[config.mk]
export PLATFORM = sky130hd
export DESIGN_NAME = ifetch
export DESIGN_NICKNAME = d
export VERILOG_FILES = /design/src/rtl/ifetch.sv
export SDC_FILE = /design/constraint.sdc
export NUM_CORES = 1
export LEC_CHECK = 0
export CORE_MARGIN = 2
export CORE_UTILIZATION = 47
export DETAILED_ROUTE_END_ITERATION = 12
export PLACE_DENSITY = 0.78
export SLEW_MARGIN = 20
export SYNTH_ARGS = -nofsm -noshare
export SYNTH_HDL_FRONTEND = slang
export SYNTH_SLANG_ARGS = --single-unit
[constraint.sdc]
create_clock -name clk -period 3.2 [get_ports clk]
set_clock_uncertainty 0.05 [all_clocks]
set_input_delay 0.48 -clock clk [delete_from_list [all_inputs] [get_ports clk]]
set_output_delay 0.48 -clock clk [all_outputs]
set_load 0.05 [all_outputs]
[src/rtl/ifetch.sv]
// ---------------------------------------------------------------------------
// ifetch: instruction-fetch stage plus the IF/ID pipeline register.
//
// Owns the PC and drives a simple req/ack instruction SRAM port. Each
// consumed word is handed to decode together with its PC and the fetch
// exception / branch-delay-slot tags. Branch and jump redirects from decode
// take effect after the delay slot. CP0 flushes (exception or eret) override
// everything, including stall.
//
// Ports
//   clk, resetn                  clock, asynchronous active-low reset
//   stall                        hold PC, IF/ID and any buffered fetch
//   cp0_flush, cp0_flush_pc      flush and its redirect target
//   npc_op, br_taken, br_imm,    next-PC selection for the instruction in ID
//   j_index, jr_target
//   inst_req, inst_addr          SRAM request and address (stable until ack)
//   inst_ack, inst_rdata         SRAM acknowledge and returned word
//   id_valid, id_inst, id_pc     IF/ID contents handed to decode
//   if_cp0_ex, if_cp0_excode     fetch address error tag (ADEL = 5'h04)
//   if_cp0_bd                    id_inst sits in a branch delay slot
// ---------------------------------------------------------------------------
module ifetch #(
    parameter logic [31:0] RESET_PC = 32'hBFC00000
) (
    input  logic        clk,
    input  logic        resetn,
    input  logic        stall,
    input  logic        cp0_flush,
    input  logic [31:0] cp0_flush_pc,
    input  logic [2:0]  npc_op,
    input  logic        br_taken,
    input  logic [31:0] br_imm,
    input  logic [25:0] j_index,
    input  logic [31:0] jr_target,
    output logic        inst_req,
    output logic [31:0] inst_addr,
    input  logic        inst_ack,
    input  logic [31:0] inst_rdata,
    output logic        id_valid,
    output logic [31:0] id_inst,
    output logic [31:0] id_pc,
    output logic        if_cp0_ex,
    output logic [4:0]  if_cp0_excode,
    output logic        if_cp0_bd
);

    typedef enum logic [1:0] {S_RST, S_FETCH, S_HOLD, S_DRAIN} state_t;

    state_t      state;
    logic [31:0] pc;
    logic [31:0] drain_addr;
    logic [31:0] hold_buf;
    logic [31:0] pend_target;
    logic        pend_valid;
    logic        ds_pend;
    logic        halted;

    logic        aligned;
    logic        word_ready;
    logic        consume;
    logic        misalign_take;
    logic        is_ctl;
    logic        capture;
    logic [31:0] base;
    logic [31:0] word_data;
    logic [31:0] redirect_target;
    logic [31:0] next_pc;

    assign aligned       = (pc[1:0] == 2'b00);
    // DRAIN keeps the abandoned request alive on its original address until
    // the SRAM acknowledges it.
    assign inst_req      = ((state == S_FETCH) && aligned) || (state == S_DRAIN);
    assign inst_addr     = (state == S_DRAIN) ? drain_addr : pc;
    assign if_cp0_excode = if_cp0_ex ? 5'h04 : 5'h00;

    assign word_ready    = ((state == S_FETCH) && aligned && inst_ack) || (state == S_HOLD);
    assign word_data     = (state == S_HOLD) ? hold_buf : inst_rdata;
    assign consume       = word_ready && !stall && !cp0_flush;
    // A misaligned PC is reported to decode once; afterwards the stage idles
    // until CP0 redirects it.
    assign misalign_take = (state == S_FETCH) && !aligned && !halted && !stall && !cp0_flush;

    assign is_ctl  = id_valid && (npc_op != 3'b000);
    assign capture = id_valid && !stall && !cp0_flush &&
                     (((npc_op == 3'b010) && br_taken) || (npc_op == 3'b011) || (npc_op == 3'b100));
    assign base    = id_pc + 32'd4;

    always_comb begin
        redirect_target = base + (br_imm << 2);
        case (npc_op)
            3'b011:  redirect_target = {base[31:28], j_index, 2'b00};
            3'b100:  redirect_target = jr_target;
            default: redirect_target = base + (br_imm << 2);
        endcase
    end

    // When the delay slot is consumed on the same edge that the branch is
    // captured, the new target is used directly instead of going through the
    // pending register.
    assign next_pc = capture ? redirect_target : (pend_valid ? pend_target : pc + 32'd4);

    always_ff @(posedge clk or negedge resetn) begin
        if (!resetn) begin
            state       <= S_RST;
            pc          <= RESET_PC;
            drain_addr  <= '0;
            hold_buf    <= '0;
            pend_valid  <= 1'b0;
            pend_target <= '0;
            ds_pend     <= 1'b0;
            halted      <= 1'b0;
            id_valid    <= 1'b0;
            id_inst     <= '0;
            id_pc       <= '0;
            if_cp0_ex   <= 1'b0;
            if_cp0_bd   <= 1'b0;
        end else if (cp0_flush) begin
            pc         <= cp0_flush_pc;
            hold_buf   <= '0;
            pend_valid <= 1'b0;
            ds_pend    <= 1'b0;
            halted     <= 1'b0;
            id_valid   <= 1'b0;
            id_inst    <= '0;
            id_pc      <= '0;
            if_cp0_ex  <= 1'b0;
            if_cp0_bd  <= 1'b0;
            if (inst_req && !inst_ack) begin
                state <= S_DRAIN;
                // A flush during DRAIN keeps the original outstanding address.
                if (state != S_DRAIN) begin
                    drain_addr <= pc;
                end
            end else begin
                state <= S_FETCH;
            end
        end else begin
            case (state)
                S_RST:   state <= S_FETCH;
                S_FETCH: begin
                    if (word_ready && stall) begin
                        hold_buf <= inst_rdata;
                        state    <= S_HOLD;
                    end
                end
                S_HOLD:  if (!stall) state <= S_FETCH;
                S_DRAIN: if (inst_ack) state <= S_FETCH;
                default: state <= S_RST;
            endcase

            if (!stall) begin
                if (consume || misalign_take) begin
                    id_valid  <= 1'b1;
                    id_inst   <= consume ? word_data : 32'd0;
                    id_pc     <= pc;
                    if_cp0_ex <= misalign_take;
                    // Delay-slot tag: the branch is leaving ID now, or it
                    // left earlier while the slot was still being fetched.
                    if_cp0_bd <= is_ctl || ds_pend;
                    ds_pend   <= 1'b0;
                end else begin
                    id_valid  <= 1'b0;
                    id_inst   <= '0;
                    id_pc     <= '0;
                    if_cp0_ex <= 1'b0;
                    if_cp0_bd <= 1'b0;
                    if (is_ctl) begin
                        ds_pend <= 1'b1;
                    end
                end

                if (consume) begin
                    pc         <= next_pc;
                    pend_valid <= 1'b0;
                end else if (capture) begin
                    pend_valid  <= 1'b1;
                    pend_target <= redirect_target;
                end

                if (misalign_take) begin
                    halted <= 1'b1;
                end
            end
        end
    end

endmodule

# Yosys cells after proc, flatten, opt, wreduce, memory -nomap -nowiden

Cells that the tools add are included.

Logic and storage cells: 118
Bits in registers: 200
Input bits: 163

$add $sub $neg: 3
Eq/ne operators: 11
Bitwise logic cells: 3
Mux-type cells: 45
Reductions and logical operators: 43

Operators with widths:

| cell                                                   | count |
|---|---|
| 2-to-1 mux 32 bit                                      | 17 |
| adder 32 x 3 -> 32 bit (second input constant)         | 2 |
| case mux 32 bit (2 select lines)                       | 1 |
| adder 32 bit                                           | 1 |
| 2-to-1 mux 1 bit                                       | 20 |
| logical AND 1 bit                                      | 15 |
| 2-to-1 mux 2 bit                                       | 5 |
| AND reduction 2 bit                                    | 5 |
| nonzero test 3 bit                                     | 3 |
| case mux 2 bit (4 select lines)                        | 1 |
| nonzero test 2 bit                                     | 4 |
| equality test 3 x 2 -> 1 bit (second input constant)   | 2 |
| logical OR 1 bit                                       | 6 |
| inequality test 3 bit (second input constant)          | 2 |
| AND reduction 3 bit                                    | 2 |
| zero test 1 bit                                        | 5 |
| equality test 2 bit (second input constant)            | 2 |
| zero test 2 bit                                        | 2 |
| AND reduction 4 bit                                    | 1 |
| equality test 3 bit (second input constant)            | 1 |
| 2-to-1 mux 3 bit                                       | 1 |
| inequality test 3 x 2 -> 1 bit (second input constant) | 1 |
| NOT 1 bit                                              | 3 |
| equality test 2 x 1 -> 1 bit (second input constant)   | 1 |
| other kinds (2)                                        | 2 |

# Depth between registers and ports, before layout

Word-level depth: 10
Mapped depth: 17
Depth with buffers taken out: 16

# Least setup slack after synthesis

No wires, ideal clock.

Path type: register to register
Start: register id_pc[5]
End: register pend_target[31]
Setup slack: -580 ps
Library setup time: 130 ps
Arrival: 3600 ps
Required time: 3020 ps
Stages on the path, launching flop included: 16
Cell sequence: dfrtp_1 > and4_1 > nand3_1 > nor2_1 > nand4_1 > xnor2_1 > ha_1 > buf_2 > nand4_1 > a2111oi_2 > nor3_2 > o31a_1 > o2111ai_2 > xnor2_1 > a221oi_2 > o21ai_1

Longest elaborated chain between the ends: 3

Ends and longest elaborated chain:

| what                               | line | source |
|---|---|---|
| start: declaration                 | 41   | `output logic [31:0] id_pc,` |
| start signal: assignment           | 155  | `id_pc <= pc;` |
| adder 32 x 3 -> 32 bit *           | 86   | `assign base = id_pc + 32'd4;` |
| adder 32 bit                       | 93   | `default: redirect_target = base + (br_imm << 2);` |
| case mux 32 bit (2 select lines) * | 90   | `case (npc_op)` |
| end signal: assignment             | 177  | `pend_target <= redirect_target;` |
| end: declaration                   | 53   | `logic [31:0] pend_target;` |

Every way passes the cells marked *; elsewhere a longest branch is shown, timed or not.
A chain may end at the register's enable or synchronous reset.

# Worst setup path after layout

Start: register id_pc[3]
End: register pend_target[31]

Same word-level chain as after synthesis.

==> metrics <==
leading cell type in the layout, fill and taps excluded clkdlybuf4s50_1; EDFF count, synth 0; clk sink count 200; Wirelength per Cell 20.8 um; Final Worst Setup Slack -0.304 ns; register share of total power 38.4%; Starting Density 48.0%; most frequent cells in the layout clkdlybuf4s50_1 (227), buf_4 (215), dfrtp_1 (177); vias in the first global route 11,810; Placement Cell Area 0.0162 mm^2; n_diodes 0; critical path data arrival time 3.78 ns; met1 Resource Use GR 42.2%; H-tree Lvls 4; DR iter-0 viols 1,045; flops & latches, synth 200; pre-CTS setup slack -0.419 ns; Die Height 165 um; CP Class flip-flop to flip-flop; dpl cells 1,979; critical path endpoint category flip-flop; fin area 0.0178 mm^2; Gate power share 34.1%; drt total wl 42.3 mm; total CTS buffers 17; Synth Area per Inst 9.29 um^2; CTS tree done; post-synthesis compound-gate area fraction 21.1%; synth unique cells 69; initial antenna violation count 1; Synth Instances 1,305; Post-Synth Adder-Cell Area 3.78%; CTS clock-pin slew for the worst setup and hold paths 0.07 ns; Clk Tree Root Cell clkbuf_16; synthesized-area fraction occupied by and/or/nand/nor cells 14.8%; final net count 1,893; Core Box Area 0.0253 mm^2; Final period util 110%; Post-CTS Hold Buffers 0; minimum clock period 3.50 ns; io pins 268; vias per cell 5.86; Final Setup Violations 31; GR Layer Usage met2 49.1%; Longest Clk Path Bufs 2; Rows 58; multiplexer share of the synthesized area 9.51%; final hold vios 2; Slew Viols, Final 0; Data required, critical path 3.47 ns; grt met3 use 7.11%; clock share of power 27.5%; GPL Wtd Cong 0.907; Seq/Total Area, Yosys 41.4%; setup tns final -4.30 ns; Syn-to-layout area delta 47.0%; worst IR drop on VDD 0.434 mV; status complete, but fails checks; Non-Filler Instances 2,037; Worst Path Max Fanout 7; largest net degree at the start of global routing 77; failing checks negative hold slack, negative setup slack; Slew headroom 52.4%; antenna-violating nets left 0; PwrDens 466 mW/mm^2; worst slew pin tran 0.712 ns; most common flop cell mapped by yosys dfrtp_1; cell leakage power 0.00791 uW; maxcap violations 0; Clock Latency Late Sink 0.44 ns; Async SR Flop Fraction 100%; layout cells sized above 1 28.5%; CP Launch Type flip-flop; I/O Buffers 261; Int Power 5480 uW; Hold WC Path Type primary input to async pin; Tot GR Track Use 31.0%; XOR/XNOR share of the synthesized area 5.64%; GR peak layer met2; die outline area 0.0271 mm^2; RSZ-0062 raised after global routing true; Remaining DRCs 0; Mapped Area 0.0121 mm^2; synth warn 0; fmax 0.285 GHz; first-pass GRT wire length 64.9 mm; iteration count of the initial detailed-routing pass 5; Switching Power 2830 uW; GRT overflow 0; vias 11,929; Sw Ratio 34.1%; largest family of logic cells by synthesized area compound AO/OA/AOI/OAI gates; Die W 165 um; WHS -0.00339 ns; DPL Wire Length 31.0 mm
==> worst paths after layout <==
kind	start	endpoint	slack [ns]	cells past startpoint
worst max register to register	id_pc[3]$_DFFE_PN0P_	pend_target[31]$_DFFE_PN0P_	-0.30	16
worst min-delay path	resetn	id_inst[11]$_DFFE_PN0P_	-0.003	1
max in group asynchronous	resetn	pc[24]$_DFFE_PN1P_	2.30	2
worst max-delay path	id_pc[3]$_DFFE_PN0P_	pend_target[31]$_DFFE_PN0P_	-0.30	16
min in group clk	pend_target[17]$_DFFE_PN0P_	pend_target[17]$_DFFE_PN0P_	0.44	2
worst min register to register	pend_target[17]$_DFFE_PN0P_	pend_target[17]$_DFFE_PN0P_	0.44	2
==> power by group through the flow <==
stage	registers [uW]	clock network [uW]	logic, uW
2_1_floorplan	3270	0	1440
3_3_place_gp	3200	0	2570
3_5_place_dp	3220	0	2600
4_1_cts	3180	2300	2730
5_1_grt	3230	2410	3020
6_report	3190	2280	2830
==> layout make-up <==
cell class	count	area, um^2
clock buffers	20	467
clock inverters	12	161
fillers	1912	7440
inverters	12	45.0
multi-input cells	996	7470
flip-flops and latches	200	5030
well taps	330	413
repair buffers	467	4220
==> cell usage after synthesis, types with 33 or more instances <==
cell type,number,share of area (%)
o21ai_0,117,4.8
a21oi_1,75,3.1
dfrtp_1,191,39
xor2_1,33,2.4
clkbuf_1,76,2.4
nand2_1,180,5.6
nor2_1,81,2.5
a22o_1,70,5.1
mux2_2,65,6.0
xnor2_1,45,3.3
ha_1,35,3.6
mux2i_1,42,3.5
==> cells by family after synthesis <==
group	count (synthesis)
compound gates	385
xor+xnor	78
fa+ha+maj	36
buf+inv	112
flops	200
mux	107
other cells	1
simple gates	386
==> worst max-delay path, cell delays in order, from the launching register on <==
cell and delay (ns):
dfrtp_2 0.40, buf_6 0.10, and3_4 0.20, nand4_4 0.12, buf_8 0.18, nor2_2 0.11
xor2_1 0.25, ha_4 0.22, nand4_1 0.18, a2111oi_4 0.43, nor3_4 0.08, o31a_1 0.33
o2111ai_2 0.20, xnor2_1 0.10, a221oi_2 0.21, buf_4 0.16, o21ai_1 0.05
==> registers in the layout, summed over array words and instances (netlist names), 2 cells and up <==
| register | cells |
|---|---|
| drain_addr | 32 |
| hold_buf | 32 |
| id_inst | 32 |
| id_pc | 32 |
| pc | 32 |
| pend_target | 32 |
| state | 2 |
==> metal layers <==
layer	part of all wire (%)	wire, um
met1	42	17700
met2	46	19400
met3	9.9	4180
met4	2.3	989
met5	0.031	13
==> stage by stage <==
step                util [%]  power, uW
global route            70.5       8660
finish                  70.5       8300
detailed placement      64.1       5820
floorplan                  -       4710
global placement        64.1       5770
CTS                     69.0       8210
==> repair_timing <==
action | 4_1_cts | 5_1_grt
resized for setup | 118 | 53
endpoints found under the hold margin | 0 | 0
pin swaps | 79 | 64
setup buffers | 20 | 11
setup endpoints to repair | 32 | 41
cloned | 0 | 0
Power figures use the tool's default switching activity.
